<file path="config.mk">
export PLATFORM = sky130hd
export DESIGN_NAME = arith_compare_pipe
export DESIGN_NICKNAME = d
export VERILOG_FILES = /design/src/rtl/arith_compare_pipe.sv
export SDC_FILE = /design/constraint.sdc
export NUM_CORES = 1
export LEC_CHECK = 0
export ABC_CLOCK_PERIOD_IN_PS = 2700
export BUFFER_PORTS_ARGS = -buffer_cell sky130_fd_sc_hd__buf_4
export CORE_MARGIN = 2
export CORE_UTILIZATION = 51
export CTS_CLUSTER_SIZE = 20
export DETAILED_ROUTE_END_ITERATION = 8
export HOLD_SLACK_MARGIN = 0.15
export PLACE_DENSITY_LB_ADDON = 0.08
export SLEW_MARGIN = 20
export SYNTH_ARGS = -nofsm -noshare
export SYNTH_HDL_FRONTEND = slang
export SYNTH_SLANG_ARGS = --single-unit
</file>
<file path="constraint.sdc">
create_clock -name clk -period 2.7 [get_ports clk]
set_clock_uncertainty 0.2 [all_clocks]
set_input_delay 0.27 -clock clk [delete_from_list [all_inputs] [get_ports clk]]
set_output_delay 0.27 -clock clk [all_outputs]
set_load 0.005 [all_outputs]
</file>
<file path="src/rtl/arith_compare_pipe.sv">
`default_nettype none
// ============================================================================
// Module   : arith_compare_pipe
// Brief    : Two-stage valid/ready add/sub/compare/min/max/accumulate pipeline.
//            Optional saturation: define ARITH_SAT_EN.
// Revision : 1.0 - initial release
// ============================================================================
module arith_compare_pipe #(
  parameter int WIDTH  = 8,
  parameter bit SIGNED = 1'b0
) (
  input  logic             clk,
  input  logic             rst,
  input  logic             in_valid,
  output logic             in_ready,
  input  logic [WIDTH-1:0] A,
  input  logic [WIDTH-1:0] B,
  input  logic [2:0]       ctrl,
  output logic             out_valid,
  input  logic             out_ready,
  output logic [WIDTH-1:0] result,
  output logic [2:0]       flag,
  output logic             carry
);

  localparam logic [2:0] c_OP_ADD  = 3'b000;
  localparam logic [2:0] c_OP_SUB  = 3'b001;
  localparam logic [2:0] c_OP_CMP  = 3'b010;
  localparam logic [2:0] c_OP_ZERO = 3'b011;
  localparam logic [2:0] c_OP_ACC  = 3'b100;
  localparam logic [2:0] c_OP_CLR  = 3'b101;
  localparam logic [2:0] c_OP_MIN  = 3'b110;
  localparam logic [2:0] c_OP_MAX  = 3'b111;

  // Stage 1 registers
  logic             v1_q;
  logic [WIDTH-1:0] a_q;
  logic [WIDTH-1:0] b_q;
  logic [2:0]       ctrl_q;

  // Stage 2 registers and accumulator
  logic             v2_q;
  logic [WIDTH-1:0] res_q, res_d;
  logic [2:0]       flag_q, flag_d;
  logic             carry_q, carry_d;
  logic [WIDTH-1:0] acc_q, acc_d;

  logic w_s2_load;
  logic w_in_fire;

  assign w_s2_load = v1_q && (!v2_q || out_ready);
  assign in_ready  = !v1_q || w_s2_load;
  assign w_in_fire = in_valid && in_ready;

  // ---------------------------------------------------------------------------
  // Stage 2 datapath
  // ---------------------------------------------------------------------------
  logic [WIDTH:0]   w_sum;
  logic [WIDTH:0]   w_diff;
  logic [WIDTH:0]   w_acc_sum;
  logic [WIDTH-1:0] w_a_key, w_b_key;
  logic             w_lt, w_eq, w_gt;
  logic [WIDTH-1:0] w_add_res, w_sub_res, w_acc_res;

  assign w_sum     = {1'b0, a_q} + {1'b0, b_q};
  assign w_diff    = {1'b0, a_q} - {1'b0, b_q};
  assign w_acc_sum = {1'b0, acc_q} + {1'b0, a_q};

  // Flipping the sign bit maps two's-complement order onto unsigned order.
  assign w_a_key = {a_q[WIDTH-1] ^ SIGNED, a_q[WIDTH-2:0]};
  assign w_b_key = {b_q[WIDTH-1] ^ SIGNED, b_q[WIDTH-2:0]};
  assign w_lt    = w_a_key < w_b_key;
  assign w_eq    = a_q == b_q;
  assign w_gt    = !w_lt && !w_eq;

`ifdef ARITH_SAT_EN
  assign w_add_res = w_sum[WIDTH]     ? '1 : w_sum[WIDTH-1:0];
  assign w_sub_res = w_diff[WIDTH]    ? '0 : w_diff[WIDTH-1:0];
  assign w_acc_res = w_acc_sum[WIDTH] ? '1 : w_acc_sum[WIDTH-1:0];
`else
  assign w_add_res = w_sum[WIDTH-1:0];
  assign w_sub_res = w_diff[WIDTH-1:0];
  assign w_acc_res = w_acc_sum[WIDTH-1:0];
`endif

  always_comb begin
    res_d   = '0;
    carry_d = 1'b0;
    acc_d   = acc_q;
    flag_d  = {w_gt, w_eq, w_lt};
    case (ctrl_q)
      c_OP_ADD: begin
        res_d   = w_add_res;
        carry_d = w_sum[WIDTH];
      end
      c_OP_SUB: begin
        res_d   = w_sub_res;
        carry_d = w_diff[WIDTH];
      end
      c_OP_CMP:  res_d = WIDTH'({w_gt, w_eq, w_lt});
      c_OP_ZERO: res_d = '0;
      c_OP_ACC: begin
        res_d   = w_acc_res;
        carry_d = w_acc_sum[WIDTH];
        acc_d   = w_acc_res;
      end
      c_OP_CLR: begin
        res_d = acc_q;
        acc_d = '0;
      end
      c_OP_MIN: res_d = w_lt ? a_q : b_q;
      c_OP_MAX: res_d = w_gt ? a_q : b_q;
      default:  res_d = '0;
    endcase
  end

  // ---------------------------------------------------------------------------
  // Pipeline registers
  // ---------------------------------------------------------------------------
  always_ff @(posedge clk or posedge rst) begin
    if (rst) begin
      v1_q   <= 1'b0;
      a_q    <= '0;
      b_q    <= '0;
      ctrl_q <= '0;
    end else if (w_in_fire) begin
      v1_q   <= 1'b1;
      a_q    <= A;
      b_q    <= B;
      ctrl_q <= ctrl;
    end else if (w_s2_load) begin
      v1_q <= 1'b0;
    end
  end

  // acc only advances when its ACC/CLR beat actually moves into stage 2.
  always_ff @(posedge clk or posedge rst) begin
    if (rst) begin
      v2_q    <= 1'b0;
      res_q   <= '0;
      flag_q  <= '0;
      carry_q <= 1'b0;
      acc_q   <= '0;
    end else if (w_s2_load) begin
      v2_q    <= 1'b1;
      res_q   <= res_d;
      flag_q  <= flag_d;
      carry_q <= carry_d;
      acc_q   <= acc_d;
    end else if (out_ready) begin
      v2_q <= 1'b0;
    end
  end

  assign out_valid = v2_q;
  assign result    = res_q;
  assign flag      = flag_q;
  assign carry     = carry_q;

endmodule
`default_nettype wire
</file>
==> qor.txt, run 1 <==
status: completed
pin count of the biggest net entering global routing: 42
total track usage: 30.1%
Place WS: 0.113 ns
leak pwr: 1.91 nW
largest family of logic cells by synthesized area: compound AO/OA/AOI/OAI gates
vias per cell: 6.21
initial core utilization: 53.3%
dpl cell area: 0.00392 mm2
area leader, netlist: dfrtp_1
Adder-Cell Fraction of Synth Area: 10.5%
TritonCTS Buffers: 5
area fraction of the dominant cell type after synthesis: 29.9%
IO Count: 37
core area: 0.00642 mm2
RSZ-0062 raised after global routing: no
Final Instance Count excl. Fillers: 541
GP Congestion: 1.01
clk buf depth: 2
Cell Area, Synth: 0.00343 mm2
CTS H-tree depth: 2
Setup-failing EPs final: 0
Seq/Total Area, Yosys: 29.9%
Cells after DPL: 508
syn_area_per_cell: 8.92 um2
layout cells sized above 1: 26.1%
initial antenna violation count: 0
post-synthesis net count: 434
Power Dens Cells: 771 mW/mm2
later-pin clock latency in the skew report: 0.30 ns
fmax: 382 MHz
DRC: 0
Final WS setup: 0.0791 ns
grt ovf: 0
DIE AREA: 0.00739 mm2
Top FF cell, synth: dfrtp_1
Area Growth Syn to Fin: 25.6%
VDD IR-drop max: 0.000392 V
Avg WL per Cell: 20.1 um
slowest stage delay, CP: 0.43 ns
vias in the first global route: 3,212
post-synthesis compound-gate area fraction: 26.5%
Distinct cells, synth: 67
Data arrival, critical path: 2.60 ns
wire length of the first global-routing pass: 17.1 mm
Synth Area in XOR/XNOR: 2.30%
Synth Area in Simple Gates: 16.1%
number of synthesized flops with an enable pin: 0
Setup CP Type: register to register
register bit total from synthesis: 41
mux contribution to synthesized area: 8.40%
Slowest cell on crit path: dfrtp_1
Sequential Area: 0.00103 mm2
CTS sink count: 41
DP HPWL: 8.00 mm
minimum clock period: 2.62 ns
Worst Max-Slew Pin Slew: 0.646 ns
num rows: 29
Final Power: 3.32 mW
Slew Limit Fails: 0
Max-slew headroom: 56.8%
crit end category: register
number of diodes: 0
worst hold path class: register to register
IO buf count: 36
period utilisation layout: 97.1%
DR vias: 3,360
area of the multi-input gates: 0.00222 mm2
crit path max fanout: 5
YS warnings: 0
dominant cells by area after synthesis: dfrtp_1, ha_1, mux2_2, nand2_1, a21oi_1
fillers: 530
Detailed Routing Iterations Pass 1: 5
final wirelength: 10.9 mm
startpoint types: register
Layout Nets: 513
Die H: 86.0 um
Post-synth ARST share: 100%
Crit path required time: 2.68 ns
final core occ: 67.0%
die width: 86.0 um
setup TNS: 0 ns
CP Cell Sequence: ha_1 -> inv_1 -> fa_1 -> nor2_2 -> o311ai_2 -> a21oi_1 -> o311a_1 -> a2111oi_2 -> o21ai_1
Max-Cap Viols: 0
Hold Vio Cnt, Final: 0
CTS tree: built
clock root buffer: clkbuf_8
Antenna Violating Nets Remaining: 0
cells after synthesis: 384
DR iter-0 viols: 262
fin area: 0.00430 mm2
final hold slack: 0.311 ns
Clock transition at path regs: 0.09 ns
## area by class of cell
cell class,instances,share of cell area (%)
sequential,41,23.8
clock inverter,3,1.02
inverter,20,1.74
timing repair buffer,94,18.0
multi-input combinational,301,51.5
tap,77,2.24
clock buffer,5,1.60
## layout by cell type (no fill, tap or decap), types with 4 or more instances in the layout
cell type and count:
buf_4 70, dfrtp_1 41, nand2_1 34, nor2_1 25
ha_1 24, dlygate4sd3_1 23, mux2_2 22, a21oi_1 21
o21ai_0 20, inv_1 19, a31oi_1 15, nand2b_1 12
a211oi_1 10, nand3_1 9, a22o_1 8, nor2b_1 7
a21o_1 6, xnor2_1 6, o22ai_1 6, o21a_1 5
clkbuf_8 5, mux2i_1 4, nor3_1 4
## flip-flops by register name (all words and copies together) (netlist names)
name,cells
b_q,8
v1_q,1
flag,3
carry,1
result,8
acc_q,8
a_q,8
out_valid,1
ctrl_q,3
## per-layer routing
layer | wire length [um] | share of wire (%) | GRT usage, % | vias to the layer above
met2 | 4810 | 44 | 45.7 | 162
met4 | 381 | 3.5 | 10.1 | 0
met1 | 4870 | 45 | 43.7 | 1591
li1 | - | - | - | 1575
met3 | 822 | 7.6 | 4.43 | 32
met5 | 0 | 0 | 0 | -
## critical path, delay by kind of cell, from the launching register on
| family | cells | cell delay [ns] |
|---|---|---|
| flops | 1 | 0.43 |
| fa+ha+maj | 2 | 0.48 |
| compound gates | 5 | 1.24 |
| buf+inv | 1 | 0.07 |
| simple gates | 1 | 0.08 |
## power breakdown
| group | total, mW | internal, mW | switching [mW] |
|---|---|---|---|
| sequential | 0.944 | 0.773 | 0.171 |
| clock | 0.536 | 0.278 | 0.258 |
| combinational | 1.84 | 0.865 | 0.974 |
| total | 3.32 | 1.92 | 1.40 |
## synthesized netlist by cell type, drive strengths merged (2+ instances only)
master / count
a2111oi: 2
a211oi: 13
a21o: 6
a21oi: 25
a221oi: 2
a22o: 8
a311oi: 2
a31oi: 15
a41oi: 2
and3: 3
and3b: 2
buf: 15
clkbuf: 7
dfrtp: 41
fa: 3
ha: 24
inv: 20
mux2: 22
mux2i: 4
nand2: 34
nand2b: 12
nand3: 10
nand3b: 2
nor2: 26
nor2b: 7
nor3: 5
o211ai: 2
o21a: 5
o21ai: 24
o21bai: 3
o22ai: 6
o31ai: 2
or3: 3
xnor2: 6
xor2: 3
## path summary, 6_finish.rpt
path	to	start	depth (start not counted)	slack, ns
min reg2reg	flag[1]$_DFFE_PP0P_	flag[1]$_DFFE_PP0P_	2	0.31
max reg2reg	carry$_DFFE_PP0P_	a_q[0]$_DFFE_PP0P_	9	0.08
min in group asynchronous	v1_q$_DFFE_PP0P_	rst	4	0.48
min	flag[1]$_DFFE_PP0P_	flag[1]$_DFFE_PP0P_	2	0.31
max in group asynchronous	b_q[4]$_DFFE_PP0P_	rst	4	1.44
max	carry$_DFFE_PP0P_	a_q[0]$_DFFE_PP0P_	9	0.08
## what timing repair did
action | CTS | global route
hold buffers | 23 | 0
resized for setup | 0 | 7
endpoints found under the setup margin | 0 | 2
hold endpoints to repair | 62 | 0
buffers inserted | 0 | 2
## cells by family (layout without fill, tap and decap cells)
logic type               after synthesis  count (layout)
AO/OA/AOI/OAI                        129             129
XOR/XNOR                               9               9
adder cells (fa/ha/maj)               27              27
buffers and inverters                 42             122
flip-flops                            41              41
multiplexers                          26              26
AND/OR/NAND/NOR                      110             110
Power figures use the tool's default switching activity.
==> inputs of run 2 (changes only) <==
RECOVER_POWER = 100   (was not set)
==> qor.txt, run 2 (synthesized netlist as in run 1, its figures left out) <==
core area: 0.00642 mm2 (unchanged)
status: completed
Die H: 86.0 um (unchanged)
Detailed Routing Iterations Pass 1: 5 (unchanged)
Setup CP Type: register to register
CTS tree: built
IO buf count: 36 (unchanged)
crit end category: register
Worst Max-Slew Pin Slew: 1.07 ns (+0.425 ns)
DRC: 0 (unchanged)
leak pwr: 1.89 nW (-0.85%)
clk buf depth: 2 (unchanged)
Setup-failing EPs final: 0 (unchanged)
DP HPWL: 8.00 mm (unchanged)
dpl cell area: 0.00392 mm2 (unchanged)
Hold Vio Cnt, Final: 0 (unchanged)
Final Instance Count excl. Fillers: 541 (unchanged)
layout cells sized above 1: 25.4% (-0.65 points)
Cells after DPL: 508 (unchanged)
num rows: 29 (unchanged)
IO Count: 37 (unchanged)
Avg WL per Cell: 20.0 um (-0.55%)
Layout Nets: 513 (unchanged)
final core occ: 66.8% (-0.25 points)
TritonCTS Buffers: 5 (unchanged)
Crit path required time: 2.69 ns (about the same)
die width: 86.0 um (unchanged)
crit path max fanout: 5 (unchanged)
initial core utilization: 53.3% (unchanged)
number of diodes: 0 (unchanged)
VDD IR-drop max: 0.000395 V (+0.62%)
Clock transition at path regs: 0.09 ns (about the same)
total track usage: 30.1% (unchanged)
CTS H-tree depth: 2 (unchanged)
fmax: 383 MHz (+0.34%)
RSZ-0062 raised after global routing: no
initial antenna violation count: 0 (unchanged)
Data arrival, critical path: 2.60 ns (about the same)
CTS sink count: 41 (unchanged)
Area Growth Syn to Fin: 25.2%
grt ovf: 0 (unchanged)
later-pin clock latency in the skew report: 0.31 ns (about the same)
Slew Limit Fails: 0 (unchanged)
startpoint types: register
DIE AREA: 0.00739 mm2 (unchanged)
most frequent cells in the layout: buf_4, dfrtp_1, nand2_1, nor2_1, ha_1
vias in the first global route: 3,212 (unchanged)
commonest non-fill, non-tap cell in the layout: buf_4
DR vias: 3,370 (+0.30%)
clock root buffer: clkbuf_8
Max-slew headroom: 28.6% (-28 points)
fin area: 0.00429 mm2 (-0.38%)
GP Congestion: 1.01 (unchanged)
Max-Cap Viols: 0 (unchanged)
DR iter-0 viols: 303 (+16%)
vias per cell: 6.23 (+0.30%)
period utilisation layout: 96.7% (-0.33 points)
wire length of the first global-routing pass: 17.1 mm (unchanged)
pin count of the biggest net entering global routing: 42 (unchanged)
worst hold path class: register to register
Final Power: 3.31 mW (-0.36%)
final wirelength: 10.8 mm (-0.55%)
Antenna Violating Nets Remaining: 0 (unchanged)
setup TNS: 0 ns (unchanged)
minimum clock period: 2.61 ns (-0.00900 ns)
Power Dens Cells: 771 mW/mm2 (about the same)
fillers: 535 (+0.94%)
[run 2: changes by cell type in the layout (fill, tap and decap cells not counted)]
cell / change
clkbuf_1: +3
buf_4: -21
clkbuf_4: +16
clkbuf_2: +2
[run 2: final cells by class]
| class | instances | area, um2 | share of cell area (%) |
|---|---|---|---|
| flip-flops and latches | 41 | 1030 | 23.9 |
| repair buffers | 94 | 759 | 17.7 |
| multi-input cells | 301 | 2220 | 51.7 |
| inverters | 20 | 75.1 | 1.75 |
| clock inverters | 3 | 43.8 | 1.02 |
| clock buffers | 5 | 68.8 | 1.60 |
| well taps | 77 | 96.3 | 2.25 |
[run 2: worst paths after layout]
kind,to,start,cells after the start,slack (ns)
worst min-delay path,flag[1]$_DFFE_PP0P_,flag[1]$_DFFE_PP0P_,2,0.31
min in group asynchronous,v1_q$_DFFE_PP0P_,rst,4,0.68
worst max-delay path,carry$_DFFE_PP0P_,a_q[0]$_DFFE_PP0P_,9,0.09
worst max register to register,carry$_DFFE_PP0P_,a_q[0]$_DFFE_PP0P_,9,0.09
worst min register to register,flag[1]$_DFFE_PP0P_,flag[1]$_DFFE_PP0P_,2,0.31
max in group asynchronous,b_q[5]$_DFFE_PP0P_,rst,4,0.97
[run 2: critical path: stages (launching register included)]
cell,delay [ns]
dfrtp_1,0.43
ha_1,0.24
inv_1,0.07
fa_1,0.24
nor2_2,0.08
o311ai_2,0.23
a21oi_1,0.15
o311a_1,0.36
a2111oi_2,0.37
o21ai_1,0.12
[run 2: stage by stage]
| step | hold slack [ns] | worst slack (ns) |
|---|---|---|
| global route | 0.344 | 0.00418 |
| detailed placement | 0.252 | 0.113 |
| floorplan | 0.178 | 0.321 |
| global placement | 0.248 | 0.171 |
| CTS | 0.307 | 0.0809 |
| finish | 0.308 | 0.0881 |
[run 2: repair_timing]
| action | CTS | global route |
|---|---|---|
| hold buffers | 23 | 0 |
| endpoints found under the hold margin | 62 | 0 |
| gates resized for setup | 0 | 7 |
| buffers inserted | 0 | 2 |
| setup endpoints to repair | 0 | 2 |
[run 2: layer usage]
layer	share of wire, %	track usage (%)
met5	0	0
met1	46	43.7
met4	3.7	10.1
met3	7.2	4.43
met2	44	45.7
[run 2: power by group]
part	switching (mW)	internal, mW
clock network	0.262	0.278
registers	0.170	0.773
logic	0.975	0.849
total	1.41	1.90
==> inputs of run 3 (changes only) <==
ABC_CLOCK_PERIOD_IN_PS = 2200   (was 2700)
GPL_ROUTABILITY_DRIVEN = 0   (was not set)
HOLD_SLACK_MARGIN = 0.03   (was 0.15)
clock period = 2.2 ns   (was 2.7 ns; I/O delays follow)
==> qor.txt, run 3 (synthesized netlist as in run 1, its figures left out) <==
clock root buffer: clkbuf_8
Area Growth Syn to Fin: 64.2%
num rows: 29 (unchanged)
wire length of the first global-routing pass: 23.5 mm (+38%)
Max-slew headroom: 20.4% (-8.2 points)
Avg WL per Cell: 30.2 um (+51%)
initial antenna violation count: 0 (unchanged)
initial core utilization: 53.3% (unchanged)
leak pwr: 2.43 nW (+29%)
final hold slack: 0.316 ns (+0.00771 ns)
layout cells sized above 1: 50.4% (+25 points)
DR iter-0 viols: 894 (+200%)
area of the multi-input gates: 0.00276 mm2 (+25%)
Data arrival, critical path: 2.76 ns (+0.16 ns)
Max-Cap Viols: 0 (unchanged)
Detailed Routing Iterations Pass 1: 9 (+4)
DP HPWL: 9.13 mm (+14%)
slowest stage delay, CP: 0.47 ns (+0.04 ns)
DRC: 13 (+13)
CTS H-tree depth: 2 (unchanged)
crit end category: register
Hold Vio Cnt, Final: 0 (unchanged)
RSZ-0062 raised after global routing: yes
fillers: 255 (-52%)
CTS tree: built
TritonCTS Buffers: 5 (unchanged)
grt ovf: 0 (unchanged)
VDD IR-drop max: 0.000683 V (+73%)
IO Count: 37 (unchanged)
worst hold path class: register to register
crit path max fanout: 4 (-1)
final core occ: 87.6% (+21 points)
CP delay by family, top: compound AO/OA/AOI/OAI gates
DIE AREA: 0.00739 mm2 (unchanged)
Power Dens Cells: 1050 mW/mm2 (+36%)
CP bufs+invs: 2 (+1)
vias per cell: 7.45 (+20%)
core area: 0.00642 mm2 (unchanged)
clk buf depth: 2 (unchanged)
Sequential Area: 0.00103 mm2 (+0.24%)
die width: 86.0 um (unchanged)
total track usage: 42.3% (+12 points)
CTS sink count: 41 (unchanged)
Final WS setup: -0.529 ns (-0.617 ns)
most frequent cells in the layout: buf_4, dfrtp_1, nand2_1, dlygate4sd3_1, nor2_1
startpoint types: register
Layout Nets: 607 (+18%)
number of diodes: 0 (unchanged)
Place WS: -0.312 ns (-0.424 ns)
status: finished with violations
pin count of the biggest net entering global routing: 42 (unchanged)
CP Cell Sequence: ha_2 -> inv_2 -> fa_2 -> nor2_2 -> o311ai_2 -> a21oi_2 -> buf_4 -> or3_1 -> a41o_1 -> a31oi_1
Die H: 86.0 um (unchanged)
IO buf count: 36 (unchanged)
DR vias: 4,732 (+40%)
commonest non-fill, non-tap cell in the layout: buf_4
Clock transition at path regs: 0.12 ns (+0.03 ns)
period utilisation layout: 124% (+27 points)
Setup CP Type: register to register
setup TNS: -3.79 ns (-3.79 ns)
Worst Max-Slew Pin Slew: 1.19 ns (+0.123 ns)
failing checks: design-rule violations, negative setup slack
Antenna Violating Nets Remaining: 0 (unchanged)
Slowest cell on crit path: dfrtp_1
later-pin clock latency in the skew report: 0.34 ns (+0.03 ns)
fmax: 366 MHz (-4.3%)
vias in the first global route: 4,195 (+31%)
final wirelength: 19.2 mm (+77%)
Crit path required time: 2.23 ns (-0.46 ns)
Slew Limit Fails: 0 (unchanged)
minimum clock period: 2.73 ns (+0.117 ns)
Setup-failing EPs final: 17 (+17)
## run 3: changes by cell type in the layout (fill, tap and decap cells not counted), sizes merged
cell	previous run	this run
buf	50	147
bufinv	1	0
clkbuf	26	23
clkinv	1	0
inv	21	23
## run 3: layer usage
metal | vias up | share of wire, % | global-route usage, %
li1 | 1751 | - | -
met1 | 2171 | 33 | 53.0
met5 | - | 0 | 4.90
met2 | 591 | 41 | 64.8
met4 | 0 | 11 | 27.0
met3 | 219 | 15 | 9.72
## run 3: report_power, final
group          internal, mW  switching (mW)
Combinational          1.92            2.13
Sequential            0.949           0.263
Clock                 0.242           0.402
Total                  3.11            2.79
## run 3: final cells by class
class / instances / area share (%)
multi-input combinational: 301 / 49.1
clock buffer: 5 / 1.22
inverter: 20 / 1.38
clock inverter: 3 / 0.512
tap: 77 / 1.71
timing repair buffer: 188 / 27.8
sequential: 41 / 18.3
## run 3: path summary, 6_finish.rpt
path / from / cells after the start / to / slack (ns)
max: a_q[0]$_DFFE_PP0P_ / 10 / result[6]$_DFFE_PP0P_ / -0.53
min: flag[0]$_DFFE_PP0P_ / 2 / flag[0]$_DFFE_PP0P_ / 0.32
max reg2reg: a_q[0]$_DFFE_PP0P_ / 10 / result[6]$_DFFE_PP0P_ / -0.53
min reg2reg: flag[0]$_DFFE_PP0P_ / 2 / flag[0]$_DFFE_PP0P_ / 0.32
max in group asynchronous: rst / 4 / a_q[1]$_DFFE_PP0P_ / 0.38
min in group asynchronous: rst / 4 / acc_q[7]$_DFFE_PP0P_ / 0.64
## run 3: worst reg2reg max path, delay by kind of cell (launching register included)
family | cells | cell delay (ns)
buf+inv | 2 | 0.22
flops | 1 | 0.47
simple gates | 2 | 0.38
fa+ha+maj | 2 | 0.53
compound gates | 4 | 0.84
## run 3: metrics by stage
stage               cell area (um2)  power (mW)  instances
floorplan                      3470        2.63        384
global placement               4460        3.75        576
detailed placement             4460        3.81        576
CTS                            5200        4.80        621
global route                   5620        6.01        635
finish                         5620        5.90        635
## run 3: what timing repair did
item                                    4_1_cts  5_1_grt
cloned                                        1        0
endpoints found under the setup margin       13       15
setup buffers                                13       15
hold endpoints to repair                     62        0
resized for setup                            61       64
pin swaps                                    26       36
hold buffers                                 23        0
